--- src/rtl/hazard_stall_unit_if.sv ---
// Hazard/stall control bus between the ID stage and the hazard stall unit.
// The master side presents the decoded ID-stage instruction and the data
// memory ready flag. The slave side, the hazard unit, returns the pipeline
// write enables, flushes, freeze and the stall-cycle counter.
interface hazard_stall_unit_if #(
    parameter int AddressSize  = 5,
    parameter int CounterWidth = 16
);

    // ID-stage instruction information
    logic [AddressSize-1:0]  IDRs1;
    logic [AddressSize-1:0]  IDRs2;
    logic                    IDUsesRs1;
    logic                    IDUsesRs2;
    logic                    IDIsBranch;
    logic                    IDBranchTaken;
    logic [AddressSize-1:0]  IDRd;
    logic                    IDRegWrite;
    logic                    IDMemRead;
    logic                    IDMemWrite;

    // Data memory handshake
    logic                    dmemReady;

    // Pipeline control returned by the hazard unit
    logic                    PCWrite;
    logic                    IFIDWrite;
    logic                    IDEXFlush;
    logic                    IFIDFlush;
    logic                    freeze;
    logic [CounterWidth-1:0] stallCount;

    // Pipeline side: drives the ID instruction, consumes the controls
    modport master (
        output IDRs1, IDRs2, IDUsesRs1, IDUsesRs2, IDIsBranch, IDBranchTaken,
        output IDRd, IDRegWrite, IDMemRead, IDMemWrite, dmemReady,
        input  PCWrite, IFIDWrite, IDEXFlush, IFIDFlush, freeze, stallCount
    );

    // Hazard unit side
    modport slave (
        input  IDRs1, IDRs2, IDUsesRs1, IDUsesRs2, IDIsBranch, IDBranchTaken,
        input  IDRd, IDRegWrite, IDMemRead, IDMemWrite, dmemReady,
        output PCWrite, IFIDWrite, IDEXFlush, IFIDFlush, freeze, stallCount
    );

endinterface : hazard_stall_unit_if

--- src/rtl/hazard_stall_unit.sv ---
// Pipeline hazard stall unit for the 5-stage core.
// Keeps a shadow copy of the destination/load information of the
// instructions in EX and MEM and stalls the front end for every hazard that
// forwarding cannot cover: load-use, branch-in-ID operand dependencies and a
// data memory that has not completed its access. All pipeline controls are
// combinational from the shadow state and the current ID inputs; the shadows
// and the stall counter advance on the rising clock edge.
module hazard_stall_unit #(
    parameter int AddressSize  = 5,
    parameter int CounterWidth = 16
) (
    input  logic                clk,
    input  logic                rst,
    hazard_stall_unit_if.slave  bus
);

    // Per-stage shadow of what the downstream pipeline registers hold.
    typedef struct packed {
        logic [AddressSize-1:0] rd;
        logic                   reg_write;
        logic                   mem_read;
        logic                   mem_access;  // read or write in flight
    } shadow_t;

    // Cycle outcome; reset has the highest priority, then memory wait,
    // then data hazard, else the pipeline advances.
    typedef enum logic [1:0] {
        DecRun,
        DecHazard,
        DecWait,
        DecReset
    } decision_e;

    localparam shadow_t Bubble = '0;

    shadow_t                 ex_q, ex_d;
    shadow_t                 mem_q, mem_d;
    shadow_t                 id_fields;
    logic [CounterWidth-1:0] stall_cnt_q, stall_cnt_d;

    logic      ex_src_match;
    logic      mem_src_match;
    logic      load_use;
    logic      br_ex;
    logic      br_mem_load;
    logic      hazard;
    logic      mem_wait;
    decision_e decision;

    // Compare the ID sources against the EX and MEM destinations; x0 never matches.
    always_comb begin
        ex_src_match  = (ex_q.rd != '0) &&
                        ((bus.IDUsesRs1 && (ex_q.rd == bus.IDRs1)) ||
                         (bus.IDUsesRs2 && (ex_q.rd == bus.IDRs2)));
        mem_src_match = (mem_q.rd != '0) &&
                        ((bus.IDUsesRs1 && (mem_q.rd == bus.IDRs1)) ||
                         (bus.IDUsesRs2 && (mem_q.rd == bus.IDRs2)));
    end

    // Classify the hazards that forwarding cannot resolve.
    always_comb begin
        // A load in EX delivers its data too late for any consumer in ID.
        load_use    = ex_q.mem_read && ex_q.reg_write && ex_src_match;
        // Branches compare in ID, so anything still in EX is too late.
        br_ex       = bus.IDIsBranch && ex_q.reg_write && ex_src_match;
        // MEM-to-ID forwarding carries the ALU result only, not load data.
        br_mem_load = bus.IDIsBranch && mem_q.mem_read && mem_q.reg_write &&
                      mem_src_match;
        hazard      = load_use || br_ex || br_mem_load;
        // A ready flag without an access in MEM means nothing.
        mem_wait    = mem_q.mem_access && !bus.dmemReady;
    end

    // Resolve the priority between reset, memory wait and hazard.
    always_comb begin
        if (rst) begin
            decision = DecReset;
        end else if (mem_wait) begin
            decision = DecWait;
        end else if (hazard) begin
            decision = DecHazard;
        end else begin
            decision = DecRun;
        end
    end

    // Drive the pipeline write enables, flushes and freeze for this cycle.
    always_comb begin
        // NOTE: every output gets a value before the case so no path leaves
        // one unassigned; otherwise synthesis would infer a latch.
        bus.PCWrite   = 1'b0;
        bus.IFIDWrite = 1'b0;
        bus.IDEXFlush = 1'b0;
        bus.IFIDFlush = 1'b0;
        bus.freeze    = 1'b0;
        unique case (decision)
            DecReset: begin
                bus.IDEXFlush = 1'b1;
            end
            DecWait: begin
                bus.freeze = 1'b1;
            end
            DecHazard: begin
                bus.IDEXFlush = 1'b1;
            end
            DecRun: begin
                bus.PCWrite   = 1'b1;
                bus.IFIDWrite = 1'b1;
                // A stalled taken branch only squashes IF/ID once it advances.
                bus.IFIDFlush = bus.IDBranchTaken;
            end
            default: begin
                bus.IDEXFlush = 1'b1;
            end
        endcase
    end

    // Collect the ID-stage fields that move into EX when the pipeline advances.
    always_comb begin
        id_fields.rd         = bus.IDRd;
        id_fields.reg_write  = bus.IDRegWrite;
        id_fields.mem_read   = bus.IDMemRead;
        id_fields.mem_access = bus.IDMemRead || bus.IDMemWrite;
    end

    // Next shadow state and stall counter.
    always_comb begin
        ex_d        = ex_q;
        mem_d       = mem_q;
        stall_cnt_d = stall_cnt_q;
        unique case (decision)
            DecWait: begin
                // Whole back end frozen: shadows hold, the cycle is a stall.
                stall_cnt_d = stall_cnt_q + CounterWidth'(1);
            end
            DecHazard: begin
                // Bubble enters EX while the older instruction moves on.
                ex_d        = Bubble;
                mem_d       = ex_q;
                stall_cnt_d = stall_cnt_q + CounterWidth'(1);
            end
            DecRun: begin
                ex_d  = id_fields;
                mem_d = ex_q;
            end
            default: begin
                // Reset is applied in the register block below.
            end
        endcase
    end

    // Register the shadows and counter; reset clears to bubbles and zero.
    always_ff @(posedge clk) begin
        // NOTE: sequential state uses non-blocking assignments so every
        // register samples its pre-edge value, independent of statement order.
        if (rst) begin
            ex_q        <= Bubble;
            mem_q       <= Bubble;
            stall_cnt_q <= '0;
        end else begin
            ex_q        <= ex_d;
            mem_q       <= mem_d;
            stall_cnt_q <= stall_cnt_d;
        end
    end

    assign bus.stallCount = stall_cnt_q;

endmodule : hazard_stall_unit

--- src/flat_wrapper.sv ---
// flat-port wrapper written by rule: the top's interface ports become plain ports
module hazard_stall_unit_flat 
#(
    parameter int AddressSize  = 5,
    parameter int CounterWidth = 16
)
  (clk, rst, bus_IDRs1, bus_IDRs2, bus_IDUsesRs1, bus_IDUsesRs2, bus_IDIsBranch, bus_IDBranchTaken, bus_IDRd, bus_IDRegWrite, bus_IDMemRead, bus_IDMemWrite, bus_dmemReady, bus_PCWrite, bus_IFIDWrite, bus_IDEXFlush, bus_IFIDFlush, bus_freeze, bus_stallCount);
  hazard_stall_unit_if #(.AddressSize(AddressSize), .CounterWidth(CounterWidth)) bus_i ();
  input  logic clk;
  input  logic rst;
  input wire logic [$bits(bus_i.IDRs1)-1:0] bus_IDRs1;
  input wire logic [$bits(bus_i.IDRs2)-1:0] bus_IDRs2;
  input wire logic [$bits(bus_i.IDUsesRs1)-1:0] bus_IDUsesRs1;
  input wire logic [$bits(bus_i.IDUsesRs2)-1:0] bus_IDUsesRs2;
  input wire logic [$bits(bus_i.IDIsBranch)-1:0] bus_IDIsBranch;
  input wire logic [$bits(bus_i.IDBranchTaken)-1:0] bus_IDBranchTaken;
  input wire logic [$bits(bus_i.IDRd)-1:0] bus_IDRd;
  input wire logic [$bits(bus_i.IDRegWrite)-1:0] bus_IDRegWrite;
  input wire logic [$bits(bus_i.IDMemRead)-1:0] bus_IDMemRead;
  input wire logic [$bits(bus_i.IDMemWrite)-1:0] bus_IDMemWrite;
  input wire logic [$bits(bus_i.dmemReady)-1:0] bus_dmemReady;
  output wire logic [$bits(bus_i.PCWrite)-1:0] bus_PCWrite;
  output wire logic [$bits(bus_i.IFIDWrite)-1:0] bus_IFIDWrite;
  output wire logic [$bits(bus_i.IDEXFlush)-1:0] bus_IDEXFlush;
  output wire logic [$bits(bus_i.IFIDFlush)-1:0] bus_IFIDFlush;
  output wire logic [$bits(bus_i.freeze)-1:0] bus_freeze;
  output wire logic [$bits(bus_i.stallCount)-1:0] bus_stallCount;
  assign bus_i.IDRs1 = bus_IDRs1;
  assign bus_i.IDRs2 = bus_IDRs2;
  assign bus_i.IDUsesRs1 = bus_IDUsesRs1;
  assign bus_i.IDUsesRs2 = bus_IDUsesRs2;
  assign bus_i.IDIsBranch = bus_IDIsBranch;
  assign bus_i.IDBranchTaken = bus_IDBranchTaken;
  assign bus_i.IDRd = bus_IDRd;
  assign bus_i.IDRegWrite = bus_IDRegWrite;
  assign bus_i.IDMemRead = bus_IDMemRead;
  assign bus_i.IDMemWrite = bus_IDMemWrite;
  assign bus_i.dmemReady = bus_dmemReady;
  assign bus_PCWrite = bus_i.PCWrite;
  assign bus_IFIDWrite = bus_i.IFIDWrite;
  assign bus_IDEXFlush = bus_i.IDEXFlush;
  assign bus_IFIDFlush = bus_i.IFIDFlush;
  assign bus_freeze = bus_i.freeze;
  assign bus_stallCount = bus_i.stallCount;
  hazard_stall_unit #(.AddressSize(AddressSize), .CounterWidth(CounterWidth)) u_core (.clk(clk), .rst(rst), .bus(bus_i));
endmodule
--- config.mk ---
export PLATFORM = sky130hd
export DESIGN_NAME = hazard_stall_unit_flat
export DESIGN_NICKNAME = d
export VERILOG_FILES = /design/src/rtl/hazard_stall_unit_if.sv /design/src/rtl/hazard_stall_unit.sv /design/src/flat_wrapper.sv
export SDC_FILE = /design/constraint.sdc
export NUM_CORES = 1
export LEC_CHECK = 0
export CORE_AREA = 2 2 60 62
export DETAILED_ROUTE_END_ITERATION = 12
export DIE_AREA = 0 0 62 64
export HOLD_SLACK_MARGIN = 0.03
export PLACE_DENSITY = 0.82
export SETUP_SLACK_MARGIN = 0.15
export SLEW_MARGIN = 10
export SYNTH_ARGS = -nofsm -noshare
export SYNTH_HDL_FRONTEND = slang
export SYNTH_SLANG_ARGS = --single-unit
--- constraint.sdc ---
create_clock -name clk -period 8.55 [get_ports clk]
set_clock_uncertainty 0.2 [all_clocks]
set_input_delay 2.565 -clock clk [delete_from_list [all_inputs] [get_ports clk]]
set_output_delay 2.565 -clock clk [all_outputs]
set_load 0.05 [all_outputs]
==> metrics.md <==
| Metric | Value |
|---|---|
| Drt total wl | between 3 and 4 mm |
| Commonest cells in the netlist | dfxtp_1 (32), nand2_1 (29), xnor2_1 (26) |
| Clock sink total | 32 |
| CTS root buffer | clkbuf_4 |
| Hold Fails Final Rpt | 0 |
| Crit-path most repeated cell | clkdlybuf4s50_1 |
| Status | complete, no violations |
| Antenna violation net count after detailed routing | 0 |
| Syn Nets | about 230 |
| Slowest Stage Delay on Critical Path | just over 800 ps |
| Vias | roughly 1,500 |
| Global-route usage over all layers | slightly below 20% |
| Final design utilization | around two thirds |
| Final period utilization | about nine tenths |
| Setup CP Type | primary input to primary output |
| Place WS | approximately 700 ps |
| Highest Clock Rate | 128.1 MHz |
| Count leader, synth | dfxtp_1 |
| Post-CTS Repair Setup Buffers | 0 |
| Hold_buf cts | 0 |
| Max-Cap Viols | 0 |
| Clock buffer depth | 2 |
| Cell count after synthesis | 197 |
| Top Ports | 46 |
| Register area share after synthesis | about two fifths |
| Max-slew headroom | about 63% |
| Antenna diodes | 0 |
| Leak Pwr | 0.7606 nW |
| Vias in the first global route | 1,393 |
| Number of synthesized flops with an enable pin | 0 |
| Final std cells w/o fill | approximately 290 |
| Area of the mapped netlist | between 1500 and 2000 um^2 |
| Area contributors post-synth | dfxtp_1 (39%), xnor2_1 (14%), nand2_1 (6.6%), a21oi_1 (6.0%), nor2_1 (3.6%) |
| Worst skew pair latency | 330 ps |
| Post-synth ARST share | 0% |
| Core region area | roughly 3300 um^2 |
| Final worst setup slack | around 740 ps |
| FP Rows | 21 |
| Synth cell types | 33 |
| Antenna violations before repair | 0 |
| Detailed Place HPWL | 2.725 mm |
| CTS Buf Count | 5 |
| Setup TNS | 0 ps |
| IO Port Bufs | 45 |
| Crit path cell chain | clkdlybuf4s50_1 > xnor2_1 > nand4_1 > o22ai_1 > a221oi_1 > ha_1 > clkdlybuf4s50_1 |
| Avg Inst Size Synth | between 8 and 9 um^2 |
| Grt ovf | 0 |
| Wire per inst | 13.18 um |
| Global-route wire length before repair | a little under 6 mm |
| Initial DRC Count | 70 |
| Total Die Area | between 3000 and 4000 um^2 |
| Initial Util | 50.40% |
| Final setup viols | 0 |
| Total placed cells including tap cells | 280 |
| Layout overhead on the synthesized area | 33.18% |
| 1st-pass router iterations | 4 |
| Final Max Tran Viols | 0 |
| NumNets Final | between 200 and 300 |
| CTS resizes | 0 |
| Dominant synthesized flop cell | dfxtp_1 |
| Final worst path period need | between 7000 and 8000 ps |
| Clock transition at path regs | ~90 ps |
| Fraction of layout instances using a drive strength above 1 | approximately 8.3% |
| Final routed DRC violation total | 0 |
| HP Class | flop to flop |
| Routability Congestion | between 0.7 and 0.8 |
| Via-per-instance ratio | between 5 and 6 |
| Synth area leader | dfxtp_1 |
| Warning count from the yosys run | 0 |
| Pwr dens | between 100 and 150 nW/um^2 |
| CTS tree | yes |
| Die X | between 60 and 70 um |
| RSZ-0062 raised after global routing | no |
| CP endpoint kind | primary output |
| Die H | around 64 um |
| Largest net degree at the start of global routing | 35 |
| Startpoint types | primary input |
| Worst EP required | 5790 ps |
| Htree depth | 2 |
| Critical path's slowest cell | clkdlybuf4s50_1 |
| Crit path DAT | about 5000 ps |
| FILL cells | 274 |
| Top-area cell type share of the netlist area | 38.70% |
| Crit Path Max Fanout | 3 |
| Tot Pwr | approximately 0.3 mW |
| Maximum vdd drop | between 70 and 80 uV |
| Worst-Margin Slew | 561.9 ps |
| #FFs+latches synth | 32 |
==> sequential cells by signal, indices dropped and copies added, names as in the netlist <==
name,count
u_core.ex_q,8
u_core.mem_q,8
u_core.bus.stallCount,16
==> per-stage QoR <==
stage / hold WS, ps / instance area, um^2
final: 258.9 / 2205
after global routing: 295.1 / 2205
after CTS: 267.1 / 2205
after detailed placement: 252.4 / 2143
after floorplan: 232.2 / 1655
after global placement: 239.9 / 2143
==> kinds of logic (layout without fill, tap and decap cells) <==
kind of cell / count (synthesis) / count (layout) / share of synthesized area (%)
buffers and inverters: 14 / 59 / 4.081
multiplexers: 1 / 1 / 0.6047
AND/OR/NAND/NOR: 84 / 84 / 26.83
adder cells (fa/ha/maj): 4 / 4 / 3.024
flip-flops: 32 / 32 / 38.70
AO/OA/AOI/OAI: 31 / 31 / 10.36
XOR/XNOR: 31 / 31 / 16.40
==> layout make-up <==
class | instances | area [um^2] | share of cell area [%]
Sequential cell | 32 | 640.6 | 29.06
Multi-Input combinational cell | 151 | 947.2 | 42.96
Clock inverter | 2 | 10.01 | 0.4540
Tap cell | 46 | 57.56 | 2.611
Clock buffer | 6 | 51.30 | 2.327
Inverter | 2 | 7.507 | 0.3405
Timing Repair Buffer | 49 | 490.5 | 22.25
==> metal layers <==
| layer | up-vias | global-route usage [%] | wire, um |
|---|---|---|---|
| li1 | 759 | - | - |
| met1 | 694 | 23.00 | 1613 |
| met2 | 37 | 33.46 | 1916 |
| met3 | 7 | 5.263 | 211 |
| met4 | 0 | 6.649 | 53 |
| met5 | - | 0 | 0 |
==> critical path: cells and delay by family <==
| kind | cells | cell delay, ps |
|---|---|---|
| compound gates | 2 | 680 |
| xor+xnor | 1 | 150 |
| fa+ha+maj | 1 | 280 |
| buf+inv | 2 | 1280 |
| simple gates | 1 | 100 |
==> path summary, 6_finish.rpt <==
path | startpoint | end | slack [ps] | depth (start not counted)
max | bus_IDRs2[0] | bus_PCWrite | 740 | 7
min | u_core.ex_q[0] | u_core.ex_q[0] | 260 | 2
max reg2reg | u_core.ex_q[3] | u_core.bus.stallCount[15] | 5440 | 9
min reg2reg | u_core.ex_q[0] | u_core.ex_q[0] | 260 | 2
==> placed cells by master, fill, tap and decap left out, types with 3 or more instances in the layout <==
master | Yosys | routed
a21oi_1 | 20 | 20
buf_4 | 2 | 4
clkbuf_4 | 0 | 5
clkdlybuf4s50_1 | 0 | 44
dfxtp_1 | 32 | 32
ha_1 | 4 | 4
nand2_1 | 29 | 29
nand3_1 | 11 | 11
nand4_1 | 8 | 8
nor2_1 | 16 | 16
nor3_1 | 3 | 3
o21ai_0 | 5 | 5
or3_1 | 4 | 4
xnor2_1 | 26 | 26
xor2_1 | 5 | 5
==> report_power, final <==
part           switching (mW)  internal (mW)
combinational          0.0255         0.0255
sequential            0.00383          0.152
clock                  0.0504         0.0391
total                  0.0797          0.217
Power figures use the tool's default switching activity.
